==> src/rtl/mem_stage_pkg.sv <==
// rtl/mem_stage_pkg.sv - shared encodings and widths for the memory stage
package mem_stage_pkg;

  localparam int REG_IDX_W = 4;
  localparam int TIMER_W   = 8;

  typedef enum logic [0:0] {
    MEM_IDLE = 1'b0,
    MEM_WAIT = 1'b1
  } mem_state_e;

  function automatic logic is_mem_op(input logic valid, input logic rd, input logic wr);
    return valid & (rd | wr);
  endfunction

endpackage

==> src/rtl/mem_stage_if.sv <==
// rtl/mem_stage_if.sv - execute-side, data-memory, forwarding and write-back signals of the memory stage
interface mem_stage_if
  import mem_stage_pkg::*;
#(
  parameter int DATA_W = 16
);
  logic                 ex_valid;
  logic [DATA_W-1:0]    ex_alu_result;
  logic [DATA_W-1:0]    ex_store_data;
  logic                 ex_mem_read;
  logic                 ex_mem_write;
  logic                 ex_reg_write;
  logic                 ex_halt;
  logic [REG_IDX_W-1:0] ex_dst_reg;

  logic                 mem_stall;

  logic                 dmem_req;
  logic                 dmem_we;
  logic [DATA_W-1:0]    dmem_addr;
  logic [DATA_W-1:0]    dmem_wdata;
  logic [DATA_W-1:0]    dmem_rdata;
  logic                 dmem_ack;

  logic                 fwd_valid;
  logic [REG_IDX_W-1:0] fwd_dst;
  logic [DATA_W-1:0]    fwd_data;

  logic                 wb_valid;
  logic                 wb_reg_write;
  logic                 wb_halt;
  logic [REG_IDX_W-1:0] wb_dst_reg;
  logic [DATA_W-1:0]    wb_data;

  logic                 mem_err;

  // master: the memory stage itself (it masters the data-memory bus)
  modport master (
    input  ex_valid, ex_alu_result, ex_store_data, ex_mem_read, ex_mem_write,
           ex_reg_write, ex_halt, ex_dst_reg, dmem_rdata, dmem_ack,
    output mem_stall, dmem_req, dmem_we, dmem_addr, dmem_wdata,
           fwd_valid, fwd_dst, fwd_data,
           wb_valid, wb_reg_write, wb_halt, wb_dst_reg, wb_data, mem_err
  );

  modport slave (
    output ex_valid, ex_alu_result, ex_store_data, ex_mem_read, ex_mem_write,
           ex_reg_write, ex_halt, ex_dst_reg, dmem_rdata, dmem_ack,
    input  mem_stall, dmem_req, dmem_we, dmem_addr, dmem_wdata,
           fwd_valid, fwd_dst, fwd_data,
           wb_valid, wb_reg_write, wb_halt, wb_dst_reg, wb_data, mem_err
  );

endinterface

==> src/rtl/mem_stage_ack_timer.sv <==
// rtl/mem_stage_ack_timer.sv - wait-cycle counter that flags an access stuck past the ack timeout
module mem_ack_timer
  import mem_stage_pkg::*;
#(
  parameter int TIMEOUT = 255
) (
  input  logic clk,
  input  logic rst_n,
  input  logic i_clear,
  input  logic i_enable,
  output logic o_expired
);

  localparam logic [TIMER_W-1:0] LAST_CNT = TIMER_W'(TIMEOUT - 1);

  logic [TIMER_W-1:0] r_count;

  // r_count equals the number of wait cycles already spent, so the TIMEOUT-th one expires
  always_ff @(posedge clk) begin
    if (!rst_n) begin
      r_count <= '0;
    end else if (i_clear) begin
      r_count <= '0;
    end else if (i_enable && (r_count != LAST_CNT)) begin
      r_count <= r_count + 1'b1;
    end
  end

  assign o_expired = i_enable & (r_count == LAST_CNT);

endmodule

==> src/rtl/mem_stage.sv <==
// rtl/mem_stage.sv - EX/MEM and MEM/WB registers with the data-memory handshake of the 16-bit core
module mem_stage
  import mem_stage_pkg::*;
#(
  parameter int DATA_W      = 16,
  parameter int ACK_TIMEOUT = 255
) (
  input  logic        clk,
  input  logic        rst_n,
  mem_stage_if.master bus
);

  logic                 r_m_valid;
  logic                 r_m_rd;
  logic                 r_m_wr;
  logic                 r_m_rw;
  logic                 r_m_halt;
  logic [DATA_W-1:0]    r_m_alu;
  logic [DATA_W-1:0]    r_m_sd;
  logic [REG_IDX_W-1:0] r_m_dst;

  logic                 r_wb_valid;
  logic                 r_wb_rw;
  logic                 r_wb_halt;
  logic [REG_IDX_W-1:0] r_wb_dst;
  logic [DATA_W-1:0]    r_wb_data;
  logic                 r_mem_err;

  mem_state_e           r_state;
  mem_state_e           w_state_nxt;

  logic                 w_mem_op;
  logic                 w_load;
  logic                 w_ack;
  logic                 w_expired;
  logic                 w_timeout;
  logic                 w_complete;
  logic                 w_stall;

  assign w_mem_op = is_mem_op(r_m_valid, r_m_rd, r_m_wr);
  assign w_load   = r_m_rd & ~r_m_wr;
  assign w_ack    = w_mem_op & bus.dmem_ack;

  mem_ack_timer #(
    .TIMEOUT (ACK_TIMEOUT)
  ) u_timer (
    .clk       (clk),
    .rst_n     (rst_n),
    .i_clear   (r_state != MEM_WAIT),
    .i_enable  (r_state == MEM_WAIT),
    .o_expired (w_expired)
  );

  always_ff @(posedge clk) begin
    if (!rst_n) begin
      r_state <= MEM_IDLE;
    end else begin
      r_state <= w_state_nxt;
    end
  end

  always_comb begin
    w_state_nxt = r_state;
    case (r_state)
      MEM_IDLE: if (w_mem_op && !w_ack) w_state_nxt = MEM_WAIT;
      MEM_WAIT: if (!w_mem_op || w_ack || w_timeout) w_state_nxt = MEM_IDLE;
      default:  w_state_nxt = MEM_IDLE;
    endcase
  end

  // A real ack beats the timeout when both land in the same cycle
  always_comb begin
    w_timeout  = 1'b0;
    if (r_state == MEM_WAIT) w_timeout = w_mem_op & w_expired & ~bus.dmem_ack;
    w_complete = ~w_mem_op | w_ack | w_timeout;
    w_stall    = w_mem_op & ~w_complete;
  end

  always_ff @(posedge clk) begin
    if (!rst_n) begin
      r_m_valid <= 1'b0;
      r_m_rd    <= 1'b0;
      r_m_wr    <= 1'b0;
      r_m_rw    <= 1'b0;
      r_m_halt  <= 1'b0;
      r_m_alu   <= '0;
      r_m_sd    <= '0;
      r_m_dst   <= '0;
    end else if (!w_stall) begin
      r_m_valid <= bus.ex_valid;
      r_m_rd    <= bus.ex_mem_read;
      r_m_wr    <= bus.ex_mem_write;
      r_m_rw    <= bus.ex_reg_write;
      r_m_halt  <= bus.ex_halt;
      r_m_alu   <= bus.ex_alu_result;
      r_m_sd    <= bus.ex_store_data;
      r_m_dst   <= bus.ex_dst_reg;
    end
  end

  // Aborted ops and stall cycles both leave a bubble in W
  always_ff @(posedge clk) begin
    if (!rst_n) begin
      r_wb_valid <= 1'b0;
      r_wb_rw    <= 1'b0;
      r_wb_halt  <= 1'b0;
      r_wb_dst   <= '0;
      r_wb_data  <= '0;
      r_mem_err  <= 1'b0;
    end else begin
      if (w_timeout) r_mem_err <= 1'b1;
      if (w_complete && r_m_valid && !w_timeout) begin
        r_wb_valid <= 1'b1;
        r_wb_rw    <= r_m_rw & ~r_m_wr;
        r_wb_halt  <= r_m_halt;
        r_wb_dst   <= r_m_dst;
        r_wb_data  <= w_load ? bus.dmem_rdata : r_m_alu;
      end else begin
        r_wb_valid <= 1'b0;
        r_wb_rw    <= 1'b0;
        r_wb_halt  <= 1'b0;
      end
    end
  end

  assign bus.mem_stall    = w_stall;
  assign bus.dmem_req     = w_mem_op;
  assign bus.dmem_we      = w_mem_op & r_m_wr;
  assign bus.dmem_addr    = r_m_alu;
  assign bus.dmem_wdata   = r_m_sd;

  assign bus.fwd_valid    = r_m_valid & r_m_rw & ~r_m_rd;
  assign bus.fwd_dst      = r_m_dst;
  assign bus.fwd_data     = r_m_alu;

  assign bus.wb_valid     = r_wb_valid;
  assign bus.wb_reg_write = r_wb_rw;
  assign bus.wb_halt      = r_wb_halt;
  assign bus.wb_dst_reg   = r_wb_dst;
  assign bus.wb_data      = r_wb_data;
  assign bus.mem_err      = r_mem_err;

endmodule

==> src/flat_wrapper.sv <==
// flat-port wrapper written by rule: the top's interface ports become plain ports
module mem_stage_flat import mem_stage_pkg::*;
#(
  parameter int DATA_W      = 16,
  parameter int ACK_TIMEOUT = 255
)
  (clk, rst_n, bus_ex_valid, bus_ex_alu_result, bus_ex_store_data, bus_ex_mem_read, bus_ex_mem_write, bus_ex_reg_write, bus_ex_halt, bus_ex_dst_reg, bus_dmem_rdata, bus_dmem_ack, bus_mem_stall, bus_dmem_req, bus_dmem_we, bus_dmem_addr, bus_dmem_wdata, bus_fwd_valid, bus_fwd_dst, bus_fwd_data, bus_wb_valid, bus_wb_reg_write, bus_wb_halt, bus_wb_dst_reg, bus_wb_data, bus_mem_err);
  mem_stage_if #(.DATA_W(DATA_W)) bus_i ();
  input  logic clk;
  input  logic rst_n;
  input wire logic [$bits(bus_i.ex_valid)-1:0] bus_ex_valid;
  input wire logic [$bits(bus_i.ex_alu_result)-1:0] bus_ex_alu_result;
  input wire logic [$bits(bus_i.ex_store_data)-1:0] bus_ex_store_data;
  input wire logic [$bits(bus_i.ex_mem_read)-1:0] bus_ex_mem_read;
  input wire logic [$bits(bus_i.ex_mem_write)-1:0] bus_ex_mem_write;
  input wire logic [$bits(bus_i.ex_reg_write)-1:0] bus_ex_reg_write;
  input wire logic [$bits(bus_i.ex_halt)-1:0] bus_ex_halt;
  input wire logic [$bits(bus_i.ex_dst_reg)-1:0] bus_ex_dst_reg;
  input wire logic [$bits(bus_i.dmem_rdata)-1:0] bus_dmem_rdata;
  input wire logic [$bits(bus_i.dmem_ack)-1:0] bus_dmem_ack;
  output wire logic [$bits(bus_i.mem_stall)-1:0] bus_mem_stall;
  output wire logic [$bits(bus_i.dmem_req)-1:0] bus_dmem_req;
  output wire logic [$bits(bus_i.dmem_we)-1:0] bus_dmem_we;
  output wire logic [$bits(bus_i.dmem_addr)-1:0] bus_dmem_addr;
  output wire logic [$bits(bus_i.dmem_wdata)-1:0] bus_dmem_wdata;
  output wire logic [$bits(bus_i.fwd_valid)-1:0] bus_fwd_valid;
  output wire logic [$bits(bus_i.fwd_dst)-1:0] bus_fwd_dst;
  output wire logic [$bits(bus_i.fwd_data)-1:0] bus_fwd_data;
  output wire logic [$bits(bus_i.wb_valid)-1:0] bus_wb_valid;
  output wire logic [$bits(bus_i.wb_reg_write)-1:0] bus_wb_reg_write;
  output wire logic [$bits(bus_i.wb_halt)-1:0] bus_wb_halt;
  output wire logic [$bits(bus_i.wb_dst_reg)-1:0] bus_wb_dst_reg;
  output wire logic [$bits(bus_i.wb_data)-1:0] bus_wb_data;
  output wire logic [$bits(bus_i.mem_err)-1:0] bus_mem_err;
  assign bus_i.ex_valid = bus_ex_valid;
  assign bus_i.ex_alu_result = bus_ex_alu_result;
  assign bus_i.ex_store_data = bus_ex_store_data;
  assign bus_i.ex_mem_read = bus_ex_mem_read;
  assign bus_i.ex_mem_write = bus_ex_mem_write;
  assign bus_i.ex_reg_write = bus_ex_reg_write;
  assign bus_i.ex_halt = bus_ex_halt;
  assign bus_i.ex_dst_reg = bus_ex_dst_reg;
  assign bus_i.dmem_rdata = bus_dmem_rdata;
  assign bus_i.dmem_ack = bus_dmem_ack;
  assign bus_mem_stall = bus_i.mem_stall;
  assign bus_dmem_req = bus_i.dmem_req;
  assign bus_dmem_we = bus_i.dmem_we;
  assign bus_dmem_addr = bus_i.dmem_addr;
  assign bus_dmem_wdata = bus_i.dmem_wdata;
  assign bus_fwd_valid = bus_i.fwd_valid;
  assign bus_fwd_dst = bus_i.fwd_dst;
  assign bus_fwd_data = bus_i.fwd_data;
  assign bus_wb_valid = bus_i.wb_valid;
  assign bus_wb_reg_write = bus_i.wb_reg_write;
  assign bus_wb_halt = bus_i.wb_halt;
  assign bus_wb_dst_reg = bus_i.wb_dst_reg;
  assign bus_wb_data = bus_i.wb_data;
  assign bus_mem_err = bus_i.mem_err;
  mem_stage #(.DATA_W(DATA_W), .ACK_TIMEOUT(ACK_TIMEOUT)) u_core (.clk(clk), .rst_n(rst_n), .bus(bus_i));
endmodule
==> config.mk <==
export PLATFORM = sky130hd
export DESIGN_NAME = mem_stage_flat
export DESIGN_NICKNAME = d
export VERILOG_FILES = /design/src/rtl/mem_stage_pkg.sv /design/src/rtl/mem_stage_if.sv /design/src/rtl/mem_stage_ack_timer.sv /design/src/rtl/mem_stage.sv /design/src/flat_wrapper.sv
export SDC_FILE = /design/constraint.sdc
export NUM_CORES = 1
export LEC_CHECK = 0
export BUFFER_PORTS_ARGS = -buffer_cell sky130_fd_sc_hd__buf_4
export CAP_MARGIN = 25
export CORE_MARGIN = 1.5
export CORE_UTILIZATION = 48
export DETAILED_ROUTE_END_ITERATION = 8
export HOLD_SLACK_MARGIN = 0.15
export PLACE_DENSITY = 0.8
export SYNTH_ARGS = -nofsm -noshare
export SYNTH_HDL_FRONTEND = slang
export SYNTH_SLANG_ARGS = --single-unit
==> constraint.sdc <==
create_clock -name clk -period 2.7 [get_ports clk]
set_input_delay 0.54 -clock clk [delete_from_list [all_inputs] [get_ports clk]]
set_output_delay 0.54 -clock clk [all_outputs]
set_load 0.01 [all_outputs]
======== Yosys cells after proc, flatten, opt, wreduce, memory -nomap -nowiden ========
Cells that the tools add are included.
storage, ports and cells
  register bits ........................... 74
  word-level logic and storage cells ...... 56
operators by class
  reduce and logical (&&, ||, !) cells .... 11
  bitwise gates (word level) .............. 20
  equality and inequality tests ........... 2
  $add $sub $neg .......................... 1
  muxes and demuxes ....................... 6
operators by type and width
  operator                                                        count
  16-bit 2-to-1 mux                                               1
  1-bit AND                                                       11
  8-bit by 1-bit adder with 8-bit output (second input constant)  1
  8-bit == test (second input constant)                           1
  8-bit != test (second input constant)                           1
  1-bit inverter                                                  6
  1-bit logical AND                                               4
  1-bit 2-to-1 mux                                                4
  2-bit AND reduction                                             2
  1-bit zero test                                                 3
  1-bit OR                                                        3
  1-bit logical OR                                                2
  1-bit one-hot mux with 2 select lines                           1

======== Logic depth before layout (Yosys ltp) ========
  depth after elaboration ................. 9
  mapped depth ............................ 8
  depth with buffers taken out ............ 5

======== Hierarchy ========
From an unflattened synthesis, not the netlist that was laid out.
second synthesis, totals
  cells, all modules ...................... 350
  area, all modules ....................... 3385.7 um^2
by module, submodules not included
  module         cells each  area each (um^2)  sequential area each (um^2)  times used
  mem_stage      299         2945.3            1321.3                       1
  mem_ack_timer  51          440.4             160.2                        1

======== Least setup slack after synthesis ========
OpenSTA, ideal clock, no wires.
  path type ............................... flip-flop to output port
  from .................................... register u_core.u_timer.r_count[0]
  to ...................................... output port bus_mem_stall
  data required time ...................... 2.160 ns
  stages on the path, launching flop included .. 8
  buffers on the path ..................... 3
  path slack .............................. 0.640 ns
  arrival time ............................ 1.520 ns
  cell sequence ........................... dfxtp_1 inv_1 ha_1 and3_4 buf_6 a311oi_2 buf_6 buf_12
between the ends
  cells in the longest elaborated chain, start to end .. 8
ends and longest elaborated chain
  item                     RTL line                   text
  start, declared          mem_stage_ack_timer.sv:16  logic [TIMER_W-1:0] r_count;
  start signal, assigned   mem_stage_ack_timer.sv:25  r_count <= r_count + 1'b1;
  8-bit == test            mem_stage_ack_timer.sv:29  assign o_expired = i_enable & (r_count == LAST_CNT);
  1-bit AND                mem_stage_ack_timer.sv:29
  1-bit AND (2 in series)  mem_stage.sv:74            if (r_state == MEM_WAIT) w_timeout = w_mem_op & w_expired & ~bus.dmem_ack;
  1-bit 2-to-1 mux         mem_stage.sv:74
  1-bit OR                 mem_stage.sv:75            w_complete = ~w_mem_op | w_ack | w_timeout;
  1-bit inverter           mem_stage.sv:76            w_stall = w_mem_op & ~w_complete;
  1-bit AND                mem_stage.sv:76
  end, declared            flat_wrapper.sv:21         output wire logic [$bits(bus_i.mem_stall)-1:0] bus_mem_stall;
No other way between the ends.

======== Worst setup path after layout ========
Ends and elaborated chain as after synthesis.

==> summary.txt <==
Status
  – Outcome: finished with violations
  – Failing checks: DRC

Detailed routing
  – Final wirelength: about 8000 um
  – TritonRoute pass-1 iters: 6
  – Routed len/inst: 14.6 um
  – Vias: 2,864
  – Initial drt markers: 131
  – Vias per std cell: 5.22
  – Antenna-violating nets left: 0
  – DRC Markers: 7

Power and ir drop
  – Worst vdd ir: approximately 0.28 mV
  – PD cells: 532 nW/um^2
  – Leak: 1.94 nW

Cells and area
  – Layout area overhead: 32.5%
  – FILL cells: 542
  – Layout cells sized above 1: 0.341
  – Design Area, Final: 4340 sq um
  – Storage element area: 1480 sq um
  – Nets: between 500 and 600
  – Antenna diodes: 0
  – Area of the multi-input gates: roughly 1500 sq um

Synthesis
  – Syn Nets: 414
  – Ranking of synthesized cells by area: dfxtp_1 45%, mux2i_1 17%, nand2_1 9.7%
  – Count leader, synth: nand2_1
  – EDFF count, synth: 0
  – Mapped Cells: 352
  – Avg Cell Area, Syn: 9.31 sq um
  – Post-synthesis sequential area ratio: 0.452
  – Leading area contributor after synthesis: dfxtp_1
  – Post-Syn Area: roughly 3300 sq um
  – Synth Flop Type: dfxtp_1
  – Synth unique cells: 34
  – Top-area cell type share of the netlist area: 0.452
  – Synth top cells by count: 85 x nand2_1, 74 x dfxtp_1, 56 x mux2i_1
  – Flops & latches, synth: 74
  – Yosys warns: 0
  – Synth async-reset ratio: 0

Clocking
  – CTS resizes: 0
  – CTS tree: built
  – Root Driver: clkbuf_8
  – Clock sink count: 74
  – H-tree depth: 3
  – Setup bufs post-CTS: 0
  – Max clock buf depth: 2
  – # hold bufs at CTS: 0
  – Clk Latency, worst-skew pair: 0.33 ns
  – Clock Pin Slew Worst Setup and Hold Paths: 0.07 ns
  – Num CTS Buffers: 9

Global route
  – M2 GR Usage: 0.369
  – Largest net degree at the start of global routing: just over 60
  – Global Route Usage Sum: 0.219
  – Met1 Use GR: 0.272
  – Met3 Track Usage GR: 0.0520
  – Remaining global-route overflow: 0
  – Number of global-route vias before repair: 2,767
  – First-pass GRT wire length: 12,800 um
  – Most used routing layer: met2
  – Initial antenna violation count: 0

STA
  – Setup Skew: 0.00804 ns
  – Final hold vios: 0
  – Clock period minus worst slack: between 2 and 2.5 ns
  – Tightest Pin Transition: 1.04 ns
  – Setup_tns: 0 ns
  – Rel. slew slack: 0.302
  – Final worst path period share: 0.895
  – Final Max Slew Viols: 0
  – Fmax: 0.414 GHz
  – RSZ-0062 raised after global routing: false
  – Setup violations, final: 0

Die
  – Die Y: 85.6 um
  – Initial core utilization: 0.507
  – Core outline area: around 6500 sq um
  – Die area: roughly 7300 sq um
  – Num rows: 29
  – Die width: 85.6 um
  – # IOs: 140

Critical path
  – Crit-path max cell delay: 0.43 ns
  – CP Capture Type: output pin
  – Worst Path Arrival: 1.88 ns
  – Crit-path max FO: 7
  – Crit-path slowest cell: a311oi_4
  – Req. time, crit path: ~2.2 ns
  – Critical path class: reg -> out
  – Setup crit start kind: flop
  – Worst reg2reg setup slack: 0.68 ns
  – Worst path cell trace: inv_1 -> ha_1 -> and3_4 -> a311oi_4 -> buf_4

Flow run
  – Max-capacitance violation count: 0

Place
  – Post-DP Area: 4180 sq um
  – Port bufs: between 100 and 150
  – GP Congestion: 0.788
  – Post-DP HPWL: approximately 5700 um

Hold path
  – Worst Hold Class: in -> reg
[routing by layer]
metal  vias up  part of all wire
met4         0            0.0095
met3         6             0.077
met1      1317              0.42
met5         -                 0
li1       1432                 -
met2       109              0.49
[area by class of cell]
class | instances | area share
Tap cell | 77 | 0.0222
Clock inverter | 3 | 0.00346
Clock buffer | 13 | 0.0343
Multi-Input combinational cell | 231 | 0.341
Timing Repair Buffer | 144 | 0.252
Sequential cell | 74 | 0.341
Inverter | 7 | 0.00605
[worst paths after layout]
| kind | startpoint | cells past startpoint | to |
|---|---|---|---|
| min reg2reg | u_core.r_m_halt | 1 | u_core.bus.wb_halt |
| max reg2reg | u_core.u_timer.r_count[0] | 6 | u_core.bus.dmem_addr[1] |
| max | u_core.u_timer.r_count[0] | 5 | bus_mem_stall |
| min | bus_ex_valid | 2 | u_core.r_m_valid |
[report_power, final]
part           internal (mW)  switching, mW  total, mW
clock network          0.356          0.376      0.732
logic                  0.203          0.178      0.382
registers               1.15         0.0445       1.20
total                   1.71          0.599       2.31
[worst max-delay path: cells and delay by family, from the launching register on]
family / cells / cell delay [ns]
fa+ha+maj: 1 / 0.23
flops: 1 / 0.40
simple gates: 1 / 0.22
compound gates: 1 / 0.43
buf+inv: 2 / 0.27
[metrics by stage]
step / utilization / power (mW) / setup WS, ns / instances / hold slack [ns]
floorplan: - / 1.42 / 0.640 / 352 / 0.430
global placement: 0.647 / 1.59 / 0.692 / 533 / 0.440
detailed placement: 0.647 / 1.60 / 0.669 / 533 / 0.446
CTS: 0.672 / 2.33 / 0.295 / 549 / 0.411
global route: 0.672 / 2.41 / 0.221 / 549 / 0.423
finish: 0.672 / 2.31 / 0.283 / 549 / 0.427
[logic make-up after synthesis]
logic type / share of synthesized area
mux: 0.171
simple gates: 0.152
flops: 0.452
buf+inv: 0.0997
fa+ha+maj: 0.00764
compound gates: 0.117
[layout by cell type, fill, tap and decap left out]
cell	count
o21ai_0	10
mux2i_1	56
inv_1	7
a2111o_1	1
a211oi_1	17
and4_4	1
buf_12	1
and2_1	4
nor3b_1	2
nor2_1	1
nand2b_1	1
o21ba_2	1
nor4_1	2
and4_1	1
clkbuf_8	10
a31oi_1	3
o311ai_0	1
dfxtp_1	74
nand3_1	6
or3_1	1
a311oi_4	1
and3_4	1
nand2_1	85
clkinv_2	3
ha_1	2
and3b_1	1
o21bai_1	1
nand4_1	4
clkbuf_1	3
a21oi_1	22
o41ai_1	2
buf_4	143
nor3_1	3
o21a_1	1
No activity file was read; power rests on OpenSTA's default activity.
